### src/rtl/freq_meter_pkg.sv
// Shared types and constants for the gated-window frequency meter.
package freq_meter_pkg;

    typedef enum logic {
        ST_IDLE,
        ST_GATE
    } state_e;

    typedef enum logic [1:0] {
        GATE_1MS   = 2'd0,
        GATE_10MS  = 2'd1,
        GATE_100MS = 2'd2,
        GATE_1S    = 2'd3
    } gate_sel_e;

    localparam int SCALE_W = 10;

    // Hz represented by one counted event, indexed by gate_sel_e.
    localparam logic [SCALE_W-1:0] SCALE_TAB [4] = '{10'd1000, 10'd100, 10'd10, 10'd1};

endpackage

### src/rtl/freq_gate_ctrl_sync_edge_det.sv
// Two-flop synchroniser for an asynchronous input followed by a rising-edge pulse.
module sync_edge_det (
    input  logic clk,
    input  logic rst,
    input  logic din,
    output logic pulse
);
    logic meta_p0;
    logic sync_p1;
    logic prev_p2;

    always_ff @(posedge clk or posedge rst) begin
        if (rst) begin
            meta_p0 <= 1'b0;
            sync_p1 <= 1'b0;
            prev_p2 <= 1'b0;
        end else begin
            meta_p0 <= din;
            sync_p1 <= meta_p0;
            prev_p2 <= sync_p1;
        end
    end

    assign pulse = sync_p1 & ~prev_p2;

endmodule

### src/rtl/freq_gate_ctrl.sv
// Gated-window frequency meter: counts sig_in edges over 1 ms..1 s windows and reports Hz.
module freq_gate_ctrl
    import freq_meter_pkg::*;
#(
    parameter int unsigned CLK_HZ = 50_000_000
) (
    input  logic        clk_clk,
    input  logic        reset_reset,
    input  logic        sig_in,
    input  logic        run,
    input  logic [1:0]  gate_sel,
    output logic [31:0] freq,
    output logic        freq_en,
    output logic        freq_upd,
    output logic        busy
);
    localparam logic [31:0] G_MS = 32'(CLK_HZ / 1000);

    function automatic logic [31:0] gate_len(input gate_sel_e s);
        case (s)
            GATE_1MS:   return G_MS;
            GATE_10MS:  return G_MS * 32'd10;
            GATE_100MS: return G_MS * 32'd100;
            default:    return G_MS * 32'd1000;
        endcase
    endfunction

    // Constant scale applied as a sum of shifted copies of the count.
    function automatic logic [31:0] scale_mult(input logic [31:0] r, input gate_sel_e s);
        logic [31:0] acc;
        acc = '0;
        for (int i = 0; i < SCALE_W; i++) begin
            if (SCALE_TAB[s][i]) acc = acc + (r << i);
        end
        return acc;
    endfunction

    state_e      state, state_nxt;
    gate_sel_e   sel_now, sel_q, sel_win, sel_win_nxt, sel_p0;
    logic [31:0] gate_cnt, gate_cnt_nxt;
    logic [31:0] ev_cnt, ev_cnt_nxt, ev_sum;
    logic [31:0] raw_p0;
    logic        vld_p0;
    logic        ev, sel_chg, latch, publish;

    sync_edge_det u_sync (
        .clk   (clk_clk),
        .rst   (reset_reset),
        .din   (sig_in),
        .pulse (ev)
    );

    assign sel_now = gate_sel_e'(gate_sel);
    assign sel_chg = (sel_now != sel_q);
    assign ev_sum  = ev_cnt + {31'd0, ev};
    assign publish = vld_p0 & ~sel_chg;
    assign busy    = (state == ST_GATE);

    always_comb begin
        state_nxt    = state;
        gate_cnt_nxt = gate_cnt;
        ev_cnt_nxt   = ev_cnt;
        sel_win_nxt  = sel_win;
        latch        = 1'b0;
        case (state)
            ST_IDLE: begin
                if (run) begin
                    state_nxt    = ST_GATE;
                    gate_cnt_nxt = gate_len(sel_now) - 32'd1;
                    ev_cnt_nxt   = '0;
                    sel_win_nxt  = sel_now;
                end
            end
            default: begin
                if (!run) begin
                    state_nxt    = ST_IDLE;
                    gate_cnt_nxt = '0;
                    ev_cnt_nxt   = '0;
                end else if (sel_chg || gate_cnt == 32'd0) begin
                    // A gate_sel change beats the terminal cycle: restart without latching.
                    latch        = ~sel_chg;
                    gate_cnt_nxt = gate_len(sel_now) - 32'd1;
                    ev_cnt_nxt   = '0;
                    sel_win_nxt  = sel_now;
                end else begin
                    gate_cnt_nxt = gate_cnt - 32'd1;
                    ev_cnt_nxt   = ev_sum;
                end
            end
        endcase
    end

    always_ff @(posedge clk_clk or posedge reset_reset) begin
        if (reset_reset) begin
            state    <= ST_IDLE;
            gate_cnt <= '0;
            ev_cnt   <= '0;
            sel_win  <= GATE_1MS;
            sel_q    <= GATE_1MS;
            raw_p0   <= '0;
            sel_p0   <= GATE_1MS;
            vld_p0   <= 1'b0;
            freq     <= '0;
            freq_en  <= 1'b0;
            freq_upd <= 1'b0;
        end else begin
            state    <= state_nxt;
            gate_cnt <= gate_cnt_nxt;
            ev_cnt   <= ev_cnt_nxt;
            sel_win  <= sel_win_nxt;
            sel_q    <= sel_now;
            // stage p0: closed window count and the scale it was measured with
            vld_p0   <= latch;
            if (latch) begin
                raw_p0 <= ev_sum;
                sel_p0 <= sel_win;
            end
            // stage p1: scaled result published
            freq_upd <= publish;
            if (publish) freq <= scale_mult(raw_p0, sel_p0);
            if (sel_chg) freq_en <= 1'b0;
            else if (vld_p0) freq_en <= 1'b1;
        end
    end

endmodule
### config.mk
export PLATFORM = sky130hd
export DESIGN_NAME = freq_gate_ctrl
export DESIGN_NICKNAME = d
export VERILOG_FILES = /design/src/rtl/freq_meter_pkg.sv /design/src/rtl/freq_gate_ctrl_sync_edge_det.sv /design/src/rtl/freq_gate_ctrl.sv
export SDC_FILE = /design/constraint.sdc
export NUM_CORES = 1
export LEC_CHECK = 0
export CORE_MARGIN = 5
export CORE_UTILIZATION = 48
export CTS_CLUSTER_SIZE = 40
export DETAILED_ROUTE_END_ITERATION = 6
export PLACE_DENSITY_LB_ADDON = 0.1
export SYNTH_ARGS = -nofsm -noshare
export SYNTH_HDL_FRONTEND = slang
export SYNTH_SLANG_ARGS = --single-unit
### constraint.sdc
create_clock -name clk_clk -period 17.85 [get_ports clk_clk]
set_clock_uncertainty 0.1 [all_clocks]
set_input_delay 3.57 -clock clk_clk [delete_from_list [all_inputs] [get_ports clk_clk]]
set_output_delay 3.57 -clock clk_clk [all_outputs]
set_load 0.01 [all_outputs]
-- Word level (Yosys, flattened, before mapping)
Index checks and enable logic that the tools add are counted.
W data, S select, Z words.
- output and inout port bits: 35
- word-level logic and storage cells: 89
- flip-flop bits (word level): 141
- eq/ne operators: 4
- mux-type cells: 46
- order comparisons: 1
- bitwise gates (word level): 5
- add/sub/neg operators: 13
- reductions and logical operators: 6
- operator list (operator ; count):
    $mux W32 ; 32
    $add A32 B32 Y32 ; 9
    $sub A32 B1 Y32 const B ; 3
    $pmux W26 S3 ; 1
    $add A32 B1 Y32 ; 1
    $logic_not A32 Y1 ; 1
    $bmux W10 S2 ; 1
    $mux W10 ; 2
    $mux W2 ; 4
    $mux W1 ; 6
    $reduce_bool A2 Y1 ; 2
    $ge A3 B3 Y1 const B ; 1
    $not A2 Y3 ; 1
    $and A1 B1 Y1 ; 2
    $eq A2 B1 Y1 const B ; 1
    $eq A2 B2 Y1 const B ; 1
    $logic_not A2 Y1 ; 1
    $ne A2 B1 Y1 const B ; 1
    $ne A2 B2 Y1 ; 1
    $not A1 Y1 ; 2
    $reduce_and A2 Y1 ; 1
    $logic_or A1 B1 Y1 ; 1

-- Logic depth before layout (Yosys ltp)
Gate-level depths: netlist (run 1).
- depth after elaboration: 32
- mapped depth: 79
- depth with buffers taken out: 75

-- Hierarchy
From an unflattened synthesis (run 1), not the netlist that was laid out.
- cell total of the unflattened synthesis: 2472
- area, all modules: 18619.1 µm²
- by module, submodules not included (module ; cells each ; sequential area each (µm²) ; area each (µm²) ; instances):
    freq_gate_ctrl ; 2467 ; 3453.3 ; 18526.5 ; 1
    sync_edge_det ; 5 ; 75.1 ; 92.6 ; 1

-- Worst setup path after synthesis (run 1)
Ideal clock, no wire load.
- path type: register to register
- start point: register sel_p0[0]
- end point: register freq[31]
- arrival: 13.195 ns
- stages on the path, launching flop included: 74
- setup time: 0.082 ns
- setup slack: 4.473 ns
- period minus slack after synthesis: 13.377 ns
- path buffers: 5
- data required time: 17.668 ns
- cell sequence: dfrtp_1 > clkbuf_1 > clkbuf_8 > clkbuf_1 > clkbuf_1 > and3_1 > ha_1 > a21oi_1 > o21ai_0 > a21o_1 > a21oi_1 > o21ai_0 > a21o_1 > a21oi_1 > o21bai_1 > a21oi_1 > mux2i_1 > o21ai_0 > (+38 left out) > o21ai_0 > xnor2_1 > nand2_1 > nand2_1 > ha_1 > and3_1 > a31o_2 > xnor2_1 > a21oi_1 > ha_1 > a21o_1 > or3_1 > o2111ai_1 > and3_1 > mux2i_1 > xnor2_1 > or3_1 > a31oi_1
- longest elaborated chain between the ends: 32
- ends and longest elaborated chain (item ; line ; source):
    start: declaration ; freq_gate_ctrl.sv:39 ; gate_sel_e sel_now, sel_q, sel_win, sel_win_nxt, sel_p0;
    start signal: assignment ; freq_gate_ctrl.sv:116 ; sel_p0 <= sel_win;
    $not A2 Y3 (implied by the code) * ; freq_gate_ctrl.sv:33 ; if (SCALE_TAB[s][i]) acc = acc + (r << i);
    $bmux W10 S2 * ; freq_gate_ctrl.sv:33 ;
    $mux W10 (implied by the code) * (2 in a row) ; freq_gate_ctrl.sv:33 ;
    $mux W32 ; freq_gate_ctrl.sv:33 ;
    $mux W32 ; freq_gate_ctrl.sv:120 ; if (publish) freq <= scale_mult(raw_p0, sel_p0);
    $add A32 B32 Y32 ; freq_gate_ctrl.sv:33 ;
    $mux W32 ; freq_gate_ctrl.sv:33 ;
    $mux W32 ; freq_gate_ctrl.sv:120 ;
    (+15 left out) ; n/a ;
    $add A32 B32 Y32 ; freq_gate_ctrl.sv:33 ;
    $mux W32 ; freq_gate_ctrl.sv:33 ;
    $mux W32 ; freq_gate_ctrl.sv:120 ;
    $add A32 B32 Y32 ; freq_gate_ctrl.sv:33 ;
    $mux W32 ; freq_gate_ctrl.sv:33 ;
    $mux W32 ; freq_gate_ctrl.sv:120 ;
    $add A32 B32 Y32 ; freq_gate_ctrl.sv:33 ;
    $mux W32 * ; freq_gate_ctrl.sv:33 ;
    end signal: assignment ; freq_gate_ctrl.sv:120 ;
    end: declaration ; freq_gate_ctrl.sv:12 ; output logic [31:0] freq,
Mark *: on every way between the ends. The rest lies on a longest branch, timed or not. The select of a mux whose other input is x is not followed.
A chain may end at the register's enable or synchronous reset.

-- Worst setup path after layout (run 1)
- start point: register raw_p0[2]
- end point: register freq[31]
- longest elaborated chain between the ends: 28
- ends and longest elaborated chain (item ; line ; source):
    start: declaration ; freq_gate_ctrl.sv:42 ; logic [31:0] raw_p0;
    start signal: assignment ; freq_gate_ctrl.sv:115 ; raw_p0 <= ev_sum;
    $mux W32 ; freq_gate_ctrl.sv:33 ;
    $mux W32 ; freq_gate_ctrl.sv:120 ;
    $add A32 B32 Y32 ; freq_gate_ctrl.sv:33 ;
    $mux W32 ; freq_gate_ctrl.sv:33 ;
    $mux W32 ; freq_gate_ctrl.sv:120 ;
    $add A32 B32 Y32 ; freq_gate_ctrl.sv:33 ;
    $mux W32 ; freq_gate_ctrl.sv:33 ;
    $mux W32 ; freq_gate_ctrl.sv:120 ;
    (+12 left out) ; n/a ;
    $add A32 B32 Y32 ; freq_gate_ctrl.sv:33 ;
    $mux W32 ; freq_gate_ctrl.sv:33 ;
    $mux W32 ; freq_gate_ctrl.sv:120 ;
    $add A32 B32 Y32 ; freq_gate_ctrl.sv:33 ;
    $mux W32 ; freq_gate_ctrl.sv:33 ;
    $mux W32 ; freq_gate_ctrl.sv:120 ;
    $add A32 B32 Y32 ; freq_gate_ctrl.sv:33 ;
    $mux W32 * ; freq_gate_ctrl.sv:33 ;
Marks and branches as above.

==> results of run 1 <==
final cells by class:
type / instances / area [sq um] / area share [%]
Inverter: 93 / 354 / 1.76
Sequential cell: 141 / 3530 / 17.5
Clock buffer: 19 / 443 / 2.20
Multi-Input combinational cell: 2152 / 14400 / 71.6
Clock inverter: 13 / 199 / 0.987
Tap cell: 518 / 648 / 3.21
Timing Repair Buffer: 61 / 558 / 2.77
flip-flops by register name, summed over array words and instances, names as in the netlist, 2 cells and up:
register  flops
gate_cnt     32
sel_q         2
raw_p0       32
freq         32
sel_win       2
ev_cnt       32
sel_p0        2
cells in the mapped netlist (6+ instances only):
| master | instances | area, sq um |
|---|---|---|
| or3_1 | 24 | 150 |
| a22o_1 | 14 | 123 |
| nor4_1 | 10 | 62.6 |
| nor2b_1 | 14 | 87.6 |
| o22ai_1 | 6 | 37.5 |
| a22oi_1 | 7 | 52.6 |
| dfrtp_1 | 141 | 3530 |
| clkbuf_1 | 67 | 251 |
| and2_1 | 17 | 106 |
| nand2b_1 | 34 | 213 |
| a211oi_1 | 21 | 158 |
| nor3_1 | 48 | 240 |
| fa_1 | 8 | 160 |
| a21oi_1 | 203 | 1020 |
| o211ai_1 | 24 | 180 |
| o21a_1 | 38 | 285 |
| a21boi_0 | 16 | 120 |
| and3_1 | 48 | 300 |
| a211o_1 | 6 | 52.6 |
| a31oi_1 | 19 | 119 |
| o2111ai_1 | 6 | 52.6 |
| o21bai_1 | 31 | 233 |
| buf_2 | 7 | 35.0 |
| o21ai_0 | 302 | 1510 |
| a31o_2 | 13 | 114 |
| ha_1 | 231 | 2890 |
| clkbuf_8 | 7 | 96.3 |
| nor2_1 | 153 | 574 |
| nand2_1 | 311 | 1170 |
| nand3_1 | 56 | 280 |
| o21ai_1 | 8 | 40.0 |
| or2_2 | 11 | 68.8 |
| xor2_1 | 74 | 648 |
| a21o_1 | 107 | 803 |
| mux2i_1 | 14 | 140 |
| inv_1 | 91 | 342 |
| o31ai_1 | 34 | 255 |
| nand4_1 | 19 | 119 |
| xnor2_1 | 119 | 1040 |
worst max-delay path, delay by kind of cell, from the launching register on:
kind | cells | cell delay [ns]
AO/OA/AOI/OAI | 31 | 7.60
adder cells (fa/ha/maj) | 8 | 2.57
AND/OR/NAND/NOR | 13 | 2.37
XOR/XNOR | 8 | 1.18
flip-flops | 1 | 0.78
buffers and inverters | 2 | 0.16
multiplexers | 1 | 0.10
power breakdown:
| group | leakage [uW] | internal, uW | switching (uW) |
|---|---|---|---|
| Sequential | 0.00191 | 327 | 7.32 |
| Clock | 0.000308 | 241 | 161 |
| Combinational | 0.00792 | 14.2 | 30.4 |
cell families after synthesis:
group / after synthesis / share of synthesized area [%]
adder cells (fa/ha/maj): 239 / 16.3
multiplexers: 18 / 0.988
AO/OA/AOI/OAI: 926 / 31.2
AND/OR/NAND/NOR: 775 / 19.4
flip-flops: 141 / 18.8
buffers and inverters: 183 / 4.21
XOR/XNOR: 194 / 9.14
per-stage QoR:
stage	hold slack, ns	utilization [%]	cell area [sq um]
after CTS	0.251	52.2	20200
after global placement	0.234	50.5	19500
final	0.249	52.2	20200
after floorplan	0.231	-	18700
after global routing	0.266	52.2	20200
after detailed placement	0.236	50.5	19500
per-layer routing:
metal / vias to the layer above / track usage (%) / share of wire (%)
met1: 8461 / 31.9 / 47
met4: 0 / 7.18 / 2.6
li1: 9028 / - / -
met5: - / 0 / 0
met2: 321 / 41.5 / 47
met3: 70 / 2.99 / 3.2
how the worst max path moves through the flow:
| stage | from | to | slack [ns] | depth (start not counted) |
|---|---|---|---|---|
| final | raw_p0[2] | freq[31] | 2.86 | 63 |
| after global routing | sel_p0[1] | freq[31] | 1.69 | 69 |
| after CTS | raw_p0[2] | freq[31] | 2.99 | 66 |
| after detailed placement | raw_p0[2] | freq[31] | 3.04 | 66 |
| after global placement | raw_p0[2] | freq[31] | 3.31 | 63 |
| after floorplan | sel_p0[0] | freq[31] | 4.47 | 73 |
==> run summary, run 1 <==
## Logic synthesis
- 0 — number of enable flip-flop cells after synthesis
- 100% — Synth async-reset ratio
- dfrtp_1 — Primary FF master, synth
- 2721 — Mapped Nets
- 95 — number of distinct library cells after synthesis
- 2476 — post-synthesis instance total
- 7.57 sq um — Avg Synthesized Cell Area
- 18.8% — part of the Yosys area used for sequential elements
- 18700 sq um — post-synth design cell area
- 141 — total of flip-flops plus latches after synthesis
- 0 — number of warnings issued by yosys

## Worst setup path
- 63 — worst reg2reg path depth
- 15.26 ns — data arrival time at the worst-slack endpoint
- register — Worst Setup Start Kind
- 16 — CP Max Fanout
- o41ai_1 — slowest cell on the critical path
- reg2reg — startpoint-to-endpoint class of the critical path
- 18.12 ns — Required @ worst endpoint
- 2.86 ns — worst reg-to-reg setup slack
- freq[31] — capture instance of the worst register-to-register path
- register — category of the worst setup path capture point
- raw_p0[2] — launching point of the worst reg2reg path
- 0.81 ns — Max stage delay on crit path

## Clock tree
- 17 — clock buffers created by TritonCTS
- yes — CTS tree
- 2 — number of buffers on the longest clock path
- 0 — # hold bufs at CTS
- 0.46 ns — Clock Latency Late Sink
- 141 — sink count of the clock tree
- 0.07 ns — clock-pin slew of the registers on the worst-case setup and hold paths
- clkbuf_16 — clock root buffer
- 0 — post-CTS sizing
- 0 — number of post-CTS setup repair buffers
- 4 — number of H-tree branching levels

## Timing
- no — setup repair after global routing missed its margin
- 14.99 ns — time the worst path needs with I/O delays and setup
- 0 — number of hold-slack violations in the final timing report
- 2.86 ns — post-layout worst setup margin
- 0 — count of endpoints failing setup in the final report
- 0 ns — sum of negative setup slack
- 84.0% — post-route clock period utilization
- 0.0667 GHz — maximum frequency from static timing analysis
- 0 — fin. max-slew vios
- 27.6% — worst-case headroom to the max-slew limit
- 1.08 ns — Tightest Pin Transition

## Finish
- 2711 — Total Nets Final
- 0 — number of antenna repair diodes
- 3760 — number of fillers in the final layout
- 4.84% — fraction of layout cells with a size suffix above 1
- 7.63% — synthesis-to-layout area growth
- nand2_1 — most common cell after layout, fill and taps aside
- 2997 — Layout Cells excl Fill
- 311 x nand2_1, 302 x o21ai_0, 231 x ha_1 — most frequent cells in the layout

## Placed design
- 40 — Port-buffer cells
- 40.4 mm — post-detail-place hpwl
- 0.903 — RePlAce Congestion
- 2965 — Placed Instances
- 3.04 ns — worst slack at placement

## Min path
- 0 — hold-critical path depth
- u_sync.meta_p0 — Worst Hold Launch
- u_sync.sync_p1 — endpoint of the worst hold-timing path
- reg2reg — type of the most critical hold path

## Die
- 72 — Std-Cell Rows
- 208 um — die boundary width
- 38600 sq um — Placeable Area
- 43100 sq um — Die Footprint
- 41 — io pins
- 48.5% — starting density of the core
- 208 um — Die Y

## Global routing
- 0 — final global-route overflow total
- 17500 — via count of the first global-routing pass
- 88.1 mm — wire length of the first global-routing pass
- 24.1% — GRT Resource Usage Total
- 67 — pin count of the biggest net entering global routing
- 0 — antenna violations before repair

## Pwr
- 781 uW — sum of internal, switching and leakage power
- 0.0101 uW — Pleak
- 38.7 nW/um^2 — P per Cell Area
- 0.0688 mV — peak supply drop

## Drt
- 5.97 — number of vias per cell
- 0 — number of antenna-violating nets in the routed design
- 17.6 um — routed len/inst
- 52.8 mm — final wirelength
- 1006 — DR iter-0 viols
- 0 — total DRC errors in the routed layout
- 5 — detailed-routing iteration count for the pre-antenna-repair pass
- 17900 — routed vias

## Run
- 0 — number of max-cap violations

## Run status
- complete, no violations — status

Note: power is estimated with default switching activity, not from simulation.
==> run 2: changes to the inputs <==
Clock period 17.85 ns to 13.8 ns, I/O delays scaled along.
==> run 2 against run 1 <==
Net effect:
- register-to-register slack got worse by 2.3 ns
- maximum frequency is 13% higher
- utilization rose by 2.2 points
- critical path depth is the same
- total power is 21% higher
- global-route usage shrank 0.49 points
- hold slack improved by 0.012 ns
- clock-buffer cell count fell by 1
- cell area up 4.3%
- highest routed layer unchanged
- routed wire length is 1.5% higher
==> run summary, run 2 (same netlist as run 1, synthesis figures left out) <==
## Clock tree
- 17 — clock buffers created by TritonCTS, unchanged
- 141 — sink count of the clock tree, unchanged
- 4 — number of H-tree branching levels, unchanged
- clkbuf_16 — clock root buffer
- 0.07 ns — clock-pin slew of the registers on the worst-case setup and hold paths, about the same
- 0.45 ns — Clock Latency Late Sink, about the same
- yes — CTS tree
- 2 — number of buffers on the longest clock path, unchanged

## Run
- 0 — number of max-cap violations, unchanged

## Timing
- 0.0756 GHz — maximum frequency from static timing analysis, +13%
- 95.9% — post-route clock period utilization, +12 points
- 30.9% — worst-case headroom to the max-slew limit, +3.3 points
- 0 — fin. max-slew vios, unchanged
- 0 ns — sum of negative setup slack, unchanged
- 13.23 ns — time the worst path needs with I/O delays and setup, -1.75 ns
- 0 — count of endpoints failing setup in the final report, unchanged
- 0 — number of hold-slack violations in the final timing report, unchanged
- 1.04 ns — Tightest Pin Transition, -0.0478 ns

## Drt
- 0 — total DRC errors in the routed layout, unchanged
- 1205 — DR iter-0 viols, +20%
- 53.6 mm — final wirelength, +1.5%
- 18200 — routed vias, +1.7%
- 5 — detailed-routing iteration count for the pre-antenna-repair pass, unchanged
- 0 — number of antenna-violating nets in the routed design, unchanged
- 17.6 um — routed len/inst, -0.36%
- 5.96 — number of vias per cell, -0.16%

## Placed design
- 0.928 — RePlAce Congestion, +2.9%
- 40 — Port-buffer cells, unchanged
- 39.8 mm — post-detail-place hpwl, -1.4%
- 19700 sq um — placed inst area, +0.88%

## Finish
- 0 — number of antenna repair diodes, unchanged
- 21000 sq um — cell area after layout, +4.3%
- 10.4% — fraction of layout cells with a size suffix above 1, +5.6 points
- 12.2% — synthesis-to-layout area growth
- 310 x nand2_1, 279 x o21ai_0, 212 x ha_1 — most frequent cells in the layout
- nand2_1 — most common cell after layout, fill and taps aside
- 2768 — Total Nets Final, +2.1%

## Run status
- complete, no violations — status

## Pwr
- 45.6% — share of total power in sequential cells, +2.8 points
- 45.0 nW/um^2 — P per Cell Area, +16%
- 269 uW — switching power of the nets, +36%
- 0.0763 mV — peak supply drop, +11%
- 28.4% — fraction of power spent switching nets, +3.0 points
- 678 uW — internal power of the cells, +16%
- 48.3% — Clk pwr share, -3.2 points
- 0.0104 uW — Pleak, +2.5%
- 6.1% — share of total power in combinational logic, +0.4 points

## Worst setup path
- reg2reg — startpoint-to-endpoint class of the critical path
- 0.44 ns — Max stage delay on crit path, -0.37 ns
- register — Worst Setup Start Kind
- sel_p0[1] — launching point of the worst reg2reg path
- 13.50 ns — data arrival time at the worst-slack endpoint, -1.76 ns
- dfrtp_2 — slowest cell on the critical path
- 0.57 ns — worst reg-to-reg setup slack, -2.30 ns
- sel_p0[1] — CP startpoint
- a21o_1 — cell repeated most along the worst path
- 6 — CP Max Fanout, -10
- register — category of the worst setup path capture point
- 14.07 ns — Required @ worst endpoint, -4.05 ns

## Global routing
- 0 — final global-route overflow total, unchanged
- 17400 — via count of the first global-routing pass, -0.63%
- 86.5 mm — wire length of the first global-routing pass, -1.8%
- 78 — pin count of the biggest net entering global routing, +16%
- 23.6% — GRT Resource Usage Total, -0.49 points
- 0 — antenna violations before repair, unchanged

## Die
- 48.5% — starting density of the core, unchanged
- 41 — io pins, unchanged
- 208 um — Die Y, unchanged
- 208 um — die boundary width, unchanged
- 38600 sq um — Placeable Area, unchanged
- 72 — Std-Cell Rows, unchanged
- 43100 sq um — Die Footprint, unchanged

## Min path
- reg2reg — type of the most critical hold path
- u_sync.meta_p0 — Worst Hold Launch

==> run 2: critical path: cells and delay by family (launching register included) <==
family / cells / cell delay, ns
xor+xnor: 5 / 0.80
compound gates: 34 / 6.61
simple gates: 12 / 2.07
mux: 3 / 0.54
flops: 1 / 0.44
buf+inv: 1 / 0.18
fa+ha+maj: 8 / 2.39
==> run 2: final timing paths <==
kind                                  end  depth (start not counted)
min                        u_sync.sync_p1                          0
max in group asynchronous    gate_cnt[25]                          3
max                              freq[31]                         63
min reg2reg                u_sync.sync_p1                          0
max reg2reg                      freq[31]                         63
min in group asynchronous        freq_upd                          2
==> run 2: repair_timing <==
item,in CTS,in global routing
resized for setup,11,113
hold buffers,0,0
setup endpoints to repair,1,8
pin swaps,3,49
setup buffers,0,34
gates cloned,0,0
==> run 2: per-layer routing <==
metal	part of all wire (%)	wire (um)	up-vias	global-route usage (%)
met4	1.6	877	0	5.52
li1	-	-	9152	-
met1	46	24400	8587	30.7
met5	0	0	-	0
met3	3.8	2060	60	2.77
met2	49	26200	391	42.1
==> run 2: through the flow <==
stage / power [uW] / worst slack, ns / hold slack (ns) / instances / util (%)
final: 947 / 0.568 / 0.261 / 3054 / 54.4
after detailed placement: 498 / -0.296 / 0.251 / 2988 / 51.0
after global placement: 496 / 0.109 / 0.235 / 2988 / 51.0
after CTS: 959 / 0.0125 / 0.266 / 3020 / 52.5
after floorplan: 481 / 0.423 / 0.231 / 2476 / -
after global routing: 989 / -0.202 / 0.268 / 3054 / 54.4
==> run 2: layout make-up <==
cell class / instances / area [sq um]
Fill cell: 3606 / 17600
Clock inverter: 14 / 128
Inverter: 93 / 354
Sequential cell: 141 / 3530
Multi-Input combinational cell: 2152 / 15000
Timing Repair Buffer: 118 / 990
Tap cell: 518 / 648
Clock buffer: 18 / 429
==> run 2: power by group through the flow <==
stage / sequential, uW / clock, uW / combinational (uW)
finish: 432 / 457 / 57.6
global route: 433 / 489 / 67.0
CTS: 432 / 469 / 58.2
detailed placement: 440 / 0 / 58.2
global placement: 439 / 0 / 57.0
floorplan: 437 / 0 / 43.8
==> edit, RTL diff (flow settings as in run 1) <==
`SCALE_W`: 10 -> 20.
--- a/src/rtl/freq_meter_pkg.sv
+++ b/src/rtl/freq_meter_pkg.sv
@@ -15,3 +15,3 @@
 
-    localparam int SCALE_W = 10;
+    localparam int SCALE_W = 20;
 
Formal check against the unedited RTL: equivalent (equiv_simple and equiv_induct, registers matched by name and starting in step).
==> edit against run 1 <==
Setup slack got worse by 1.2 ns. Global-route usage increased by 2.1 points. Cell count increased by 4.1%. Largest cell class unchanged. Critical path type unchanged. Sequential cell count unchanged. Routed wire length increased by 11%. Area after synthesis increased by 2.7%. Worst hold slack improved by 0.0030 ns. Largest power group unchanged. Total power decreased by 2.7%. Fmax decreased by 7.5%. Sequential power about the same. Design area increased by 2.9%.
==> edit: results (changes against run 1) <==
* 1st-pass router iterations at 5 (unchanged)
* P_leak at 10.4 nW (was 10.1 nW)
* Largest net degree at the start of global routing at 72 (was 67)
* Synth Area in Compound Gates at 31.3% (was 31.2%)
* Drt wl/cell at 18.8 microns (was 17.6 microns)
* Yosys cell types at 96 (was 95)
* Fillers at 3,915 (was 3,760)
* Post-DP HPWL at 44,700 microns (was 40,400 microns)
* Vias in the first global route at 18,400 (was 17,500)
* First-pass GRT wire length at 94,600 microns (was 88,100 microns)
* Tightest Pin Transition at 1.04 ns (was 1.08 ns)
* CP peak stage delay at 0.84 ns (was 0.81 ns)
* Total GRT Usage at 26.3% (was 24.1%)
* Met1 Use GR at 34.1% (was 31.9%)
* Met3 wire len at 2850 microns (was 1700 microns)
* Worst Path Max Fanout at 65 (was 16)
* Comb pwr share at 6.1% (was 5.7%)
* Vias at 19,000 (was 17,900)
* Syn Nets at 2,838 (was 2,721)
* Synth cell count leaders: nand2_1, a21oi_1, o21ai_0 (was nand2_1, o21ai_0, ha_1)
* Status: complete, no violations (unchanged)
* Mux share of post-synthesis cell area at 0.767% (was 0.988%)
* Sw Pwr at 0.200 mW (was 0.198 mW)
* Nets@finish at 2,828 (was 2,711)
* Clock power share at 49.8% (was 51.5%)
* Synth top area cells: dfrtp_1, ha_1, a21oi_1, o21ai_0, nand2_1 (was dfrtp_1, ha_1, o21ai_0, nand2_1, xnor2_1)
* Routed wl met2 at 27,500 microns (was 25,000 microns)
* Share of layout cells above drive strength 1 at 4.47% (was 4.84%)
* Synth Area in XOR/XNOR at 8.91% (was 9.14%)
* Maximum VDD drop at 0.0797 mV (was 0.0688 mV)
* M3 GR Usage at 4.38% (was 2.99%)
* Met1 wire length at 26,800 microns (was 24,700 microns)
* Global placement routability congestion at 0.943 (was 0.903)
* Arr. time, crit path at 16.48 ns (was 15.26 ns)
* Post-Synth Adder-Cell Area at 15.8% (was 16.3%)
* Post-synthesis sequential area ratio at 18.3% (was 18.8%)
-- edit: cell count changes in the layout (fill, tap and decap cells not counted), moves of 9 or more --
cell	run 1	this run
a21oi_1	203	262
o21ai_0	302	256
nor2_1	150	195
o21ai_1	8	35
a21o_1	107	129
or3_1	24	10
inv_1	90	101
a31o_2	13	3
and3_1	48	39
nor2b_1	14	23
o221ai_1	1	10
-- edit: path summary, 6_finish.rpt --
kind / start / to / slack (ns) / cells past startpoint
worst max-delay path: sel_p0[1] / freq[31] / 1.64 / 71
worst min-delay path: u_sync.meta_p0 / u_sync.sync_p1 / 0.25 / 0
worst max register to register: sel_p0[1] / freq[31] / 1.64 / 71
worst min register to register: u_sync.meta_p0 / u_sync.sync_p1 / 0.25 / 0
max in group asynchronous: reset_reset / raw_p0[28] / 12.76 / 3
min in group asynchronous: reset_reset / freq[10] / 3.47 / 2
-- edit: layout make-up --
cell class | count | area (sq um) | share of cell area, %
flip-flops and latches | 141 | 3530 | 17.0
clock inverters | 11 | 131 | 0.633
multi-input cells | 2256 | 15000 | 72.2
well taps | 525 | 657 | 3.17
inverters | 105 | 399 | 1.92
clock buffers | 21 | 470 | 2.27
repair buffers | 62 | 566 | 2.73
-- edit: per-stage QoR --
stage               instance area (sq um)  power, mW  setup slack (ns)  instances
CTS                                 20700      0.772              1.69       3121
finish                              20700      0.759              1.64       3121
global route                        20700      0.791             0.502       3121
detailed placement                  20100      0.387              1.78       3089
floorplan                           19200      0.373              4.55       2593
global placement                    20100      0.386              1.94       3089
-- edit: cell families (layout without fill, tap and decap cells) --
family,count (synthesis),in the layout
mux,14,14
buf+inv,196,199
fa+ha+maj,239,239
flops,141,141
simple gates,845,845
compound gates,963,963
xor+xnor,195,195
